<file path="config.mk">
export PLATFORM = sky130hd
export DESIGN_NAME = mem_arbiter
export DESIGN_NICKNAME = d
export VERILOG_FILES = /design/src/rtl/mem_arbiter.sv
export SDC_FILE = /design/constraint.sdc
export NUM_CORES = 1
export LEC_CHECK = 0
export BUFFER_PORTS_ARGS = -buffer_cell sky130_fd_sc_hd__buf_4
export CELL_PAD_IN_SITES_DETAIL_PLACEMENT = 0
export CELL_PAD_IN_SITES_GLOBAL_PLACEMENT = 1
export CORE_AREA = 2 2 144 146
export DETAILED_ROUTE_END_ITERATION = 10
export DIE_AREA = 0 0 146 148
export GPL_TIMING_DRIVEN = 0
export PLACE_DENSITY_LB_ADDON = 0.08
export RECOVER_POWER = 100
export SYNTH_ARGS = -nofsm -noshare
export SYNTH_HDL_FRONTEND = slang
export SYNTH_SLANG_ARGS = --single-unit
</file>
<file path="constraint.sdc">
create_clock -name clock -period 1.4 [get_ports clock]
set_clock_uncertainty 0.15 [all_clocks]
set_input_delay 0.07 -clock clock [delete_from_list [all_inputs] [get_ports clock]]
set_output_delay 0.07 -clock clock [all_outputs]
set_load 0.05 [all_outputs]
</file>
<file path="src/rtl/mem_arbiter.sv">
// Arbiter sharing one single-port memory between instruction fetch and load/store.
// Data wins ties unless fetch has lost STARVE_LIMIT arbitrations in a row.
module mem_arbiter #(
  parameter int ADDR_WIDTH   = 32,
  parameter int DATA_WIDTH   = 32,
  parameter int MEM_LATENCY  = 1,
  parameter int STARVE_LIMIT = 4
) (
  input  logic                    clock,
  input  logic                    reset,
  input  logic                    if_req,
  input  logic [ADDR_WIDTH-1:0]   if_addr,
  output logic                    if_ready,
  output logic [DATA_WIDTH-1:0]   if_rdata,
  input  logic                    d_req,
  input  logic                    d_we,
  input  logic [ADDR_WIDTH-1:0]   d_addr,
  input  logic [DATA_WIDTH-1:0]   d_wdata,
  input  logic [DATA_WIDTH/8-1:0] d_wstrb,
  output logic                    d_ready,
  output logic [DATA_WIDTH-1:0]   d_rdata,
  output logic                    mem_en,
  output logic                    mem_we,
  output logic [ADDR_WIDTH-1:0]   mem_addr,
  output logic [DATA_WIDTH-1:0]   mem_wdata,
  output logic [DATA_WIDTH/8-1:0] mem_wstrb,
  input  logic [DATA_WIDTH-1:0]   mem_rdata,
  output logic                    busy
);

  localparam int STRB_W = DATA_WIDTH / 8;
  localparam int CNT_W  = $clog2(STARVE_LIMIT + 1);
  localparam int WAIT_W = (MEM_LATENCY > 1) ? $clog2(MEM_LATENCY) : 1;

  typedef enum logic [1:0] {IDLE, ISSUE, WAIT, RESP} state_t;
  typedef enum logic {OWN_FETCH, OWN_DATA} owner_t;

  state_t              r_state;
  state_t              w_nextState;
  owner_t              r_owner;
  logic [CNT_W-1:0]    r_starveCnt;
  logic [WAIT_W-1:0]   r_waitCnt;
  logic                r_we;
  logic [ADDR_WIDTH-1:0] r_memAddr;
  logic [DATA_WIDTH-1:0] r_memWdata;
  logic [STRB_W-1:0]   r_memWstrb;
  logic [DATA_WIDTH-1:0] r_ifRdata;
  logic [DATA_WIDTH-1:0] r_dRdata;
  logic                w_starved;
  logic                w_grantData;
  logic                w_grantFetch;

  always_comb begin
    w_starved    = (r_starveCnt == CNT_W'(STARVE_LIMIT));
    w_grantData  = d_req && !(if_req && w_starved);
    w_grantFetch = if_req && !w_grantData;
  end

  always_comb begin
    w_nextState = r_state;
    mem_en      = 1'b0;
    mem_we      = 1'b0;
    if_ready    = 1'b0;
    d_ready     = 1'b0;
    busy        = (r_state != IDLE);
    case (r_state)
      IDLE: begin
        if (w_grantData || w_grantFetch) w_nextState = ISSUE;
      end
      ISSUE: begin
        mem_en      = 1'b1;
        mem_we      = r_we;
        w_nextState = WAIT;
      end
      WAIT: begin
        if (r_waitCnt == '0) w_nextState = RESP;
      end
      RESP: begin
        if_ready    = (r_owner == OWN_FETCH);
        d_ready     = (r_owner == OWN_DATA);
        w_nextState = IDLE;
      end
      default: w_nextState = IDLE;
    endcase
  end

  // Request fields are captured at grant time so later requester changes cannot disturb the access.
  always_ff @(posedge clock) begin
    if (!reset) begin
      r_state     <= IDLE;
      r_owner     <= OWN_FETCH;
      r_starveCnt <= '0;
      r_waitCnt   <= '0;
      r_we        <= 1'b0;
      r_memAddr   <= '0;
      r_memWdata  <= '0;
      r_memWstrb  <= '0;
      r_ifRdata   <= '0;
      r_dRdata    <= '0;
    end else begin
      r_state <= w_nextState;
      case (r_state)
        IDLE: begin
          if (!if_req || w_grantFetch) begin
            r_starveCnt <= '0;
          end else if (w_grantData && !w_starved) begin
            r_starveCnt <= r_starveCnt + 1'b1;
          end
          if (w_grantData) begin
            r_owner    <= OWN_DATA;
            r_we       <= d_we;
            r_memAddr  <= d_addr;
            r_memWdata <= d_wdata;
            r_memWstrb <= d_we ? d_wstrb : '0;
          end else if (w_grantFetch) begin
            r_owner    <= OWN_FETCH;
            r_we       <= 1'b0;
            r_memAddr  <= if_addr;
            r_memWstrb <= '0;
          end
        end
        ISSUE: begin
          r_waitCnt <= WAIT_W'(MEM_LATENCY - 1);
        end
        WAIT: begin
          if (r_waitCnt != '0) begin
            r_waitCnt <= r_waitCnt - 1'b1;
          end else if (!r_we) begin
            if (r_owner == OWN_DATA) r_dRdata <= mem_rdata;
            else                     r_ifRdata <= mem_rdata;
          end
        end
        default: ;
      endcase
    end
  end

  assign mem_addr  = r_memAddr;
  assign mem_wdata = r_memWdata;
  assign mem_wstrb = r_memWstrb;
  assign if_rdata  = r_ifRdata;
  assign d_rdata   = r_dRdata;

endmodule

</file>
# After elaboration in Yosys (flattened, before gate mapping)
# Cells that the tools add are included.
[totals] mem_count=0 wordCells=61 ff_bits=140 ramBits=0 latch_bits=0 out_inout_bits=137 mem_bits_ro=0
[classes] multipliers=0 bitwise=3 n_addsub=2 n_shift=0 reduce_logical=21 div=0 eq_ne=6 order_cmp=0 n_mux=19
[ops] op="$mux 32" count=2
[ops] op="$mux 4" count=3
[ops] op="$mux 1" count=8
[ops] op="$pmux 2 s4" count=1
[ops] op="$reduce_and 2->1" count=4
[ops] op="$reduce_and 4->1" count=2
[ops] op="$reduce_bool 2->1" count=4
[ops] op="$mux 3" count=2
[ops] op="$eq 2x2->1 const B" count=2
[ops] op="$logic_and 1x1->1" count=4
[ops] op="$logic_not 1->1" count=4
[ops] op="$mux 2" count=2
[ops] op="$ne 2x2->1 const B" count=2
[ops] op="$add 3x1->3 const B" count=1
[ops] op="$eq 3x3->1 const B" count=1
[ops] op="$not 1->1" count=3
[ops] op="$eq 2x1->1 const B" count=1
[ops] op="$logic_not 2->1" count=1
[ops] op="$logic_or 1x1->1" count=2
[ops] op="$pmux 1 s2" count=1
[ops] op="$sub 1x1->1 const B" count=1

# Depth between registers and ports, before layout
# Gate-level depths: netlist (run 1).
[logic_depth] depth_word=9 ltp_mapped=7 depth_no_buf=5

# Worst setup path after synthesis (run 1)
# No wires, ideal clock.
[synth_path] path_type="reg2reg" start="register r_state[0]" end="register r_state[1]" setup_ns=0.070 arrival_time_ns=1.459 path_buffers=0 stages_incl_launch_ff=6 path_slack_ns=-0.279 period_less_slack_ns=1.679 path_cell_list="dfxtp_1 inv_1 ha_1 inv_2 or4_1 a21boi_1"
[synth_via] elab_chain_cells=3 elab_cells_between_ends=8 classes_between="5 x eq/ne; 1 x mux; 2 x reduce/logical"
[synth_lines] element="start: declaration" line_no="38" source="state_t r_state;"
[synth_lines] element="start signal: assignment" line_no="101" source="r_state <= w_nextState;"
[synth_lines] element="$eq 2x2->1 or $logic_not 2->1 (tied branches)" line_no="66" source="case (r_state)"
[synth_lines] element="$ne 2x2->1 (no line)"
[synth_lines] element="$reduce_and 2->1 (no line)"
# Several ways; a longest one is shown, not always the timed one.
# A chain may end at the register's enable or synchronous reset.

# Worst setup path after layout (run 1)
[layout_path] start="register r_state[0]" end="register r_ifRdata[16], in the netlist if_rdata[16]"
[layout_via] elab_chain_cells=2
[layout_lines] element="$eq 2x2->1" line_no="102" source="case (r_state)"
[layout_lines] element="$reduce_and 4->1 (no line)"
[layout_lines] element="end signal: assignment" line_no="130" source="else r_ifRdata <= mem_rdata;"
[layout_lines] element="end: declaration" line_no="47" source="logic [DATA_WIDTH-1:0] r_ifRdata;"
# Every way passes these cells.

==> results of run 1 <==
[worst max path at each step]
stage | startpoint | to | slack [ps] | cells past startpoint
2_1_floorplan | r_state[0]$_SDFFE_PN0P_ | if_rdata[10]$_SDFFE_PN0P_ | -110 | 7
3_3_place_gp | r_state[0]$_SDFFE_PN0P_ | if_rdata[13]$_SDFFE_PN0P_ | -300 | 6
3_5_place_dp | r_state[0]$_SDFFE_PN0P_ | if_rdata[8]$_SDFFE_PN0P_ | -250 | 6
4_1_cts | r_state[0]$_SDFFE_PN0P_ | if_rdata[14]$_SDFFE_PN0P_ | -210 | 7
5_1_grt | r_state[0]$_SDFFE_PN0P_ | mem_addr[7]$_SDFFE_PN0P_ | -260 | 8
6_report | r_state[0]$_SDFFE_PN0P_ | if_rdata[16]$_SDFFE_PN0P_ | -200 | 7
[cell usage after synthesis, types with 2 or more instances]
cell type                  instances
sky130_fd_sc_hd__a21boi_0          7
sky130_fd_sc_hd__nor2b_1           2
sky130_fd_sc_hd__ha_1              7
sky130_fd_sc_hd__clkbuf_1         24
sky130_fd_sc_hd__inv_1             6
sky130_fd_sc_hd__nand3_1          44
sky130_fd_sc_hd__a21boi_1         91
sky130_fd_sc_hd__buf_6             4
sky130_fd_sc_hd__nand2_1         130
sky130_fd_sc_hd__dfxtp_1         139
sky130_fd_sc_hd__a211oi_1          2
sky130_fd_sc_hd__a31oi_1          32
sky130_fd_sc_hd__a21oi_1          33
sky130_fd_sc_hd__nor2_1            2
sky130_fd_sc_hd__buf_4            12
sky130_fd_sc_hd__o21ai_0          83
sky130_fd_sc_hd__buf_2            27
sky130_fd_sc_hd__o21a_1            4
sky130_fd_sc_hd__o21ai_1          19
sky130_fd_sc_hd__and2_1            2
[tightest hold or removal path, delay by kind of cell]
| family | cells | cell delay [ps] |
|---|---|---|
| simple gates | 1 | 110 |
| buf+inv | 1 | 150 |
| compound gates | 2 | 230 |
[sequential cells by signal, summed over array words and instances, names as in the netlist]
name	flops
mem_wstrb	4
r_owner	1
mem_wdata	32
mem_addr	32
d_rdata	32
if_rdata	32
r_starveCnt	3
r_we	1
r_state	2
[report_power, final]
group | total (mW) | switching [mW] | internal (mW) | leakage, nW
registers | 5.24 | 0.519 | 4.72 | 1.14
clock network | 4.72 | 1.84 | 2.87 | 0.295
logic | 9.37 | 5.64 | 3.73 | 3.30
[layer usage]
layer	global-route usage [%]	wire, um	vias up
li1	-	-	3312
met1	25.3	9990	3168
met2	34.9	11300	220
met3	5.46	1250	40
met4	6.55	542	0
met5	0	0	-
[cells by family (layout without fill, tap and decap cells)]
logic type	count (synthesis)	in the layout	synth area share, %
adder cells (fa/ha/maj)	7	7	1.52
AND/OR/NAND/NOR	190	190	14.3
flip-flops	139	139	48.3
buffers and inverters	74	544	6.71
AO/OA/AOI/OAI	274	274	29.2
[through the flow]
step	TNS, ps	setup slack (ps)
2_1_floorplan	-3510	-113
3_3_place_gp	-22810	-304
3_5_place_dp	-21580	-251
4_1_cts	-23140	-210
5_1_grt	-28880	-261
6_report	-20610	-204
[what timing repair did]
action,in CTS,in global routing
endpoints found under the setup margin,137,143
hold buffers,135,0
cloned,8,6
endpoints found under the hold margin,135,0
buffers inserted,13,9
gates resized for setup,155,133
pin swaps,104,66
[final cells by class]
class                           instances  area [sq um]  area share, %
Multi-Input combinational cell        471          3460           30.3
Buffer                                 65           626           5.48
Sequential cell                       139          2800           24.5
Timing Repair Buffer                  441          3560           31.2
Clock inverter                         12           164           1.44
Inverter                                7          36.3          0.318
Clock buffer                           19           443           3.88
Tap cell                              270           338           2.96
==> impl_results.rst, run 1 <==
.. list-table::
   :header-rows: 1

   * - Metric
     - Value
   * - Result of the run
     - finished, violations left
   * - Violated checks
     - negative setup slack
   * - Worst hold stages
     - 4
   * - Fraction of final layout cells sized beyond drive strength 1
     - 48.5%
   * - Total of fill cells in the finished design
     - 1,939
   * - Post-layout total power
     - 19.3 mW
   * - Final Instance Count excl. Fillers
     - 1,424
   * - Leading cell types by total area after synthesis
     - sky130_fd_sc_hd__dfxtp_1 48%, sky130_fd_sc_hd__a21boi_1 12%, sky130_fd_sc_hd__nand2_1 8.5%
   * - DRT antenna net count
     - 0
   * - Start-to-end type of the worst setup path
     - register to register
   * - TritonCTS clock tree
     - built
   * - Worst hold start
     - d_req
   * - Setup-violating endpoint count in the final report
     - 138
   * - Insertion delay to the later sink of the worst-skew pair
     - 410 ps
   * - Pin count of the biggest net entering global routing
     - 17
   * - Post-detailed-routing wire length
     - 23,100 um
   * - Final hold violation count
     - 0
   * - Final worst-path cycle share
     - 115%
   * - Critical Path End Type
     - register
   * - Design Area, Final
     - 11,400 sq um
   * - Share of flip-flops with an asynchronous set or reset
     - 0%
   * - Routed vias
     - 6,740
   * - Clk Tree Root Cell
     - sky130_fd_sc_hd__clkbuf_16
   * - Worst hold path endpoint
     - r_starveCnt[2]$_SDFFE_PN0P_
   * - Slowest CP cell
     - sky130_fd_sc_hd__dfxtp_4
   * - Total congestion overflow after global routing
     - 0
   * - Count of cells along the worst register-to-register path
     - 7
   * - Most frequently used flop master after synthesis
     - sky130_fd_sc_hd__dfxtp_1
   * - Largest area contributor in the synthesized netlist
     - sky130_fd_sc_hd__dfxtp_1
   * - Post-synthesis instance area
     - 5760 sq um
   * - Static leakage power
     - 4.73 nW
   * - First-pass iteration count of the detailed router
     - 4
   * - Tightest Hold Check Type
     - primary input to register
   * - Slew Limit Fails
     - 0
   * - MaxCap Viol Count
     - 0
   * - Cells along the critical path
     - inv_4 > ha_4 > or3b_1 > buf_6 > buf_8 > nand2_1 > a21boi_1
   * - Number of warnings issued by yosys
     - 0
   * - Number of placement rows
     - 52
   * - Global-route wire length before repair
     - 35,500 um
   * - Total nets after synthesis
     - 828
   * - Count of placed standard cells including taps
     - 1,225
   * - I/O pin cnt
     - 274
   * - Number of buffers created by CTS
     - 17
   * - Number of levels in the clock H-tree
     - 4
   * - EDFF count, synth
     - 0
   * - R2R Path Start
     - r_state[0]$_SDFFE_PN0P_
   * - Number of antenna violations at the first check in global routing
     - 0
   * - Final WS setup
     - -204 ps
   * - Worst slew pin tran
     - 678 ps
   * - TritonCTS sink count
     - 139
   * - CP max stage delay
     - 360 ps
   * - Vias in the first global route
     - 6,816
   * - Tightest slew margin relative to the limit
     - 54.8%
   * - Gr usage total
     - 20.5%
   * - Worst endpoint required time
     - 1560 ps
   * - Final core occ
     - 57.0%
   * - Critical path startpoint category
     - register
   * - Synthesized instance count
     - 684
   * - Number of buffers inserted by port buffering
     - 271
   * - Dpl cell area
     - 8300 sq um
   * - Distinct cell type count after synthesis
     - 34
   * - Crit path time final
     - 1600 ps
   * - Worst-case hold slack
     - 40.7 ps
   * - Setup slack on the worst flop-to-flop path
     - -200 ps
   * - Part of the Yosys area used for sequential elements
     - 48.3%
   * - Register bit total from synthesis
     - 139
   * - Diode insertion count for antenna repair
     - 0
   * - Critical path's top delay family
     - simple AND/OR/NAND/NOR gates
   * - Area share of the largest cell type after synthesis
     - 48.3%
   * - Post-layout net count
     - 1,286
   * - Power per standard cell area
     - 1690 nW/um^2
   * - Largest fanout on the critical path
     - 10
   * - Maximum clock path buffer count
     - 2
   * - RSZ-0062 raised after global routing
     - yes
   * - Capture instance of the worst register-to-register path
     - if_rdata[16]$_SDFFE_PN0P_
   * - Area delta synth->final
     - 98.2%
   * - Crit path buf inv count
     - 3
   * - Highest achievable clock rate
     - 0.623 GHz
   * - Detail-routed via count per cell
     - 4.73
   * - Die height
     - 148 um
   * - Detailed-route DRC error count
     - 0
   * - Mean post-synth cell area
     - 8.42 sq um
   * - Die span in x
     - 146 um
   * - Worst IR drop on VDD
     - 0.974 mV
   * - DRT iter0 DRCs
     - 219
   * - Commonest non-fill, non-tap cell in the layout
     - sky130_fd_sc_hd__buf_4
   * - Standard cell core area
     - 20,000 sq um
   * - Worst Path Arrival
     - 1760 ps
   * - Global placement routability congestion
     - 0.742
   * - Final HPWL DP
     - 14,900 um
   * - Most frequent cells in the layout
     - 152 x sky130_fd_sc_hd__buf_4, 135 x sky130_fd_sc_hd__dlygate4sd3_1, 134 x sky130_fd_sc_hd__dfxtp_1, 126 x sky130_fd_sc_hd__clkbuf_2, 93 x sky130_fd_sc_hd__nand2_1
   * - Die Area
     - 21,600 sq um
   * - Starting density of the core
     - 28.7%
   * - CTS clk-pin slew, worst paths
     - 60 ps
   * - Routed wirelength normalized by instance count
     - 16.2 um
(Power assumes the default switching activity.)
==> run 2: changes to the inputs <==
- PLACE_DENSITY: not set -> 0.73
- PLACE_DENSITY_LB_ADDON: 0.08 -> not set
==> impl_results.rst, run 2 (synthesis results as in run 1) <==
.. list-table::
   :header-rows: 1

   * - Metric
     - Value
   * - Result of the run
     - finished, violations left
   * - Violated checks
     - negative setup slack
   * - Most frequent cells in the layout
     - 150 x sky130_fd_sc_hd__buf_4, 134 x sky130_fd_sc_hd__dfxtp_1, 134 x sky130_fd_sc_hd__dlygate4sd3_1, 123 x sky130_fd_sc_hd__clkbuf_2, 80 x sky130_fd_sc_hd__nand2_1
   * - Combinational Power Share
     - 50.9%
   * - Number of levels in the clock H-tree
     - 4
   * - Die span in x
     - 146 um
   * - DRT antenna net count
     - 0
   * - Critical Path End Type
     - register
   * - Post-detailed-routing wire length
     - 25,500 um
   * - Tightest Hold Check Type
     - primary input to register
   * - Final core occ
     - 59.4%
   * - DRT iter0 DRCs
     - 284
   * - Pin count of the biggest net entering global routing
     - 17
   * - Crit path top cell by count
     - sky130_fd_sc_hd__buf_8
   * - Design Area, Final
     - 11,900 sq um
   * - Slew Limit Fails
     - 0
   * - Vias in the first global route
     - 6,958
   * - Number of buffers created by CTS
     - 17
   * - Net Sw Frac
     - 42.5%
   * - Total of fill cells in the finished design
     - 1,738
   * - Number of buffers inserted by port buffering
     - 271
   * - Worst slew pin tran
     - 673 ps
   * - TritonCTS clock tree
     - built
   * - Detailed-route DRC error count
     - 0
   * - Routed wirelength normalized by instance count
     - 17.8 um
   * - Clk Tree Root Cell
     - sky130_fd_sc_hd__clkbuf_16
   * - Final HPWL DP
     - 15,500 um
   * - Post-layout net count
     - 1,292
   * - Commonest non-fill, non-tap cell in the layout
     - sky130_fd_sc_hd__buf_4
   * - Crit path time final
     - 1660 ps
   * - I/O pin cnt
     - 274
   * - Highest achievable clock rate
     - 0.602 GHz
   * - Setup-violating endpoint count in the final report
     - 142
   * - Diode insertion count for antenna repair
     - 0
   * - Die height
     - 148 um
   * - Sw Pwr
     - 8.57 mW
   * - Largest fanout on the critical path
     - 6
   * - Worst endpoint required time
     - 1600 ps
   * - Total congestion overflow after global routing
     - 0
   * - Critical path startpoint category
     - register
   * - Final total negative setup slack
     - -23,020 ps
   * - Share of power burned in the clock network
     - 23.0%
   * - Pre-CTS WS
     - -298 ps
   * - Power per standard cell area
     - 1700 nW/um^2
   * - Number of placement rows
     - 52
   * - Setup slack on the worst flop-to-flop path
     - -260 ps
   * - First-pass iteration count of the detailed router
     - 5
   * - Slowest CP cell
     - sky130_fd_sc_hd__dfxtp_4
   * - Worst IR drop on VDD
     - 1.06 mV
   * - Insertion delay to the later sink of the worst-skew pair
     - 420 ps
   * - TritonCTS sink count
     - 139
   * - Tightest slew margin relative to the limit
     - 55.1%
   * - Internal Dissipation
     - 11.6 mW
   * - Worst Path Arrival
     - 1860 ps
   * - Final worst-path cycle share
     - 119%
   * - Global-route wire length before repair
     - 36,900 um
   * - Die Area
     - 21,600 sq um
   * - Static leakage power
     - 4.92 nW
   * - Fraction of power consumed by sequential logic
     - 26.1%
   * - MaxCap Viol Count
     - 0
   * - CP max stage delay
     - 360 ps
   * - Count of placed standard cells including taps
     - 1,225
   * - RSZ-0062 raised after global routing
     - yes
   * - Final Instance Count excl. Fillers
     - 1,431
   * - Number of antenna violations at the first check in global routing
     - 0
   * - Routed vias
     - 6,970
   * - Global placement routability congestion
     - 0.748
   * - Standard cell core area
     - 20,000 sq um
   * - Worst-case hold slack
     - 34.9 ps
   * - Fraction of final layout cells sized beyond drive strength 1
     - 51.6%
   * - Gr usage total
     - 21.5%
   * - Final hold violation count
     - 0
   * - Final WS setup
     - -260 ps
   * - Area delta synth->final
     - 107%
   * - Start-to-end type of the worst setup path
     - register to register
   * - Cells along the critical path
     - inv_4 > buf_6 > ha_4 > o21a_4 > buf_8 > buf_8 > o21ai_1 > a21oi_1
   * - Dpl cell area
     - 8300 sq um
   * - CTS clk-pin slew, worst paths
     - 70 ps
   * - Maximum clock path buffer count
     - 2
   * - Detail-routed via count per cell
     - 4.87
   * - Post-layout total power
     - 20.2 mW
   * - Starting density of the core
     - 28.7%
[run 2: changes by cell type in the layout (fill, tap and decap cells not counted), moves of 7 or more]
cell and change:
sky130_fd_sc_hd__o21ai_1 -11, sky130_fd_sc_hd__nand2_1 -13, sky130_fd_sc_hd__nand3_2 -16, sky130_fd_sc_hd__a31oi_1 -11, sky130_fd_sc_hd__a21oi_2 +7, sky130_fd_sc_hd__a21oi_1 -7, sky130_fd_sc_hd__a31oi_4 +17, sky130_fd_sc_hd__nand3_1 +15
sky130_fd_sc_hd__o21ai_2 +14, sky130_fd_sc_hd__nand2_4 +9
[run 2: path summary, 6_finish.rpt]
check / depth (start not counted) / start / endpoint
max: 8 / r_state[0]$_SDFFE_PN0P_ / mem_addr[23]$_SDFFE_PN0P_
min: 4 / d_req / mem_wdata[5]$_SDFFE_PN0P_
max reg2reg: 8 / r_state[0]$_SDFFE_PN0P_ / mem_addr[23]$_SDFFE_PN0P_
min reg2reg: 2 / d_rdata[4]$_SDFFE_PN0P_ / d_rdata[4]$_SDFFE_PN0P_
[run 2: metal layers]
layer	GRT usage [%]	vias to the layer above	share of wire, %	wire (um)
met1	25.5	3294	42	10700
met3	6.91	49	6.8	1740
met5	0	-	0	0
met4	8.69	0	2.8	722
met2	36.0	289	48	12300
li1	-	3338	-	-
[run 2: power groups by stage]
stage          clock network (mW)  logic (mW)  registers (mW)
3_5_place_dp                    0        7.22            5.22
6_report                     4.63        10.3            5.27
3_3_place_gp                    0        7.23            5.21
2_1_floorplan                   0        2.58            7.56
4_1_cts                      4.70        8.44            5.18
5_1_grt                      4.88        10.7            5.35
[run 2: area by class of cell]
cell class / count / area, sq um / area share, %
Multi-Input combinational cell: 471 / 3740 / 31.4
Clock buffer: 18 / 429 / 3.61
Clock inverter: 14 / 159 / 1.34
Inverter: 7 / 33.8 / 0.284
Buffer: 64 / 692 / 5.81
Timing Repair Buffer: 448 / 3720 / 31.2
Sequential cell: 139 / 2790 / 23.5
Tap cell: 270 / 338 / 2.84
[run 2: repair_timing]
| item | 4_1_cts | 5_1_grt |
|---|---|---|
| buffers inserted | 12 | 12 |
| pin swaps | 44 | 96 |
| cloned | 8 | 11 |
| endpoints found under the hold margin | 135 | 0 |
| setup endpoints to repair | 138 | 144 |
| hold buffers | 134 | 0 |
| resized for setup | 119 | 229 |
[run 2: critical path: cells and delay by family (launching register included)]
family,cells,cell delay [ps]
buffers and inverters,4,440
flip-flops,1,360
adder cells (fa/ha/maj),1,190
AO/OA/AOI/OAI,3,440
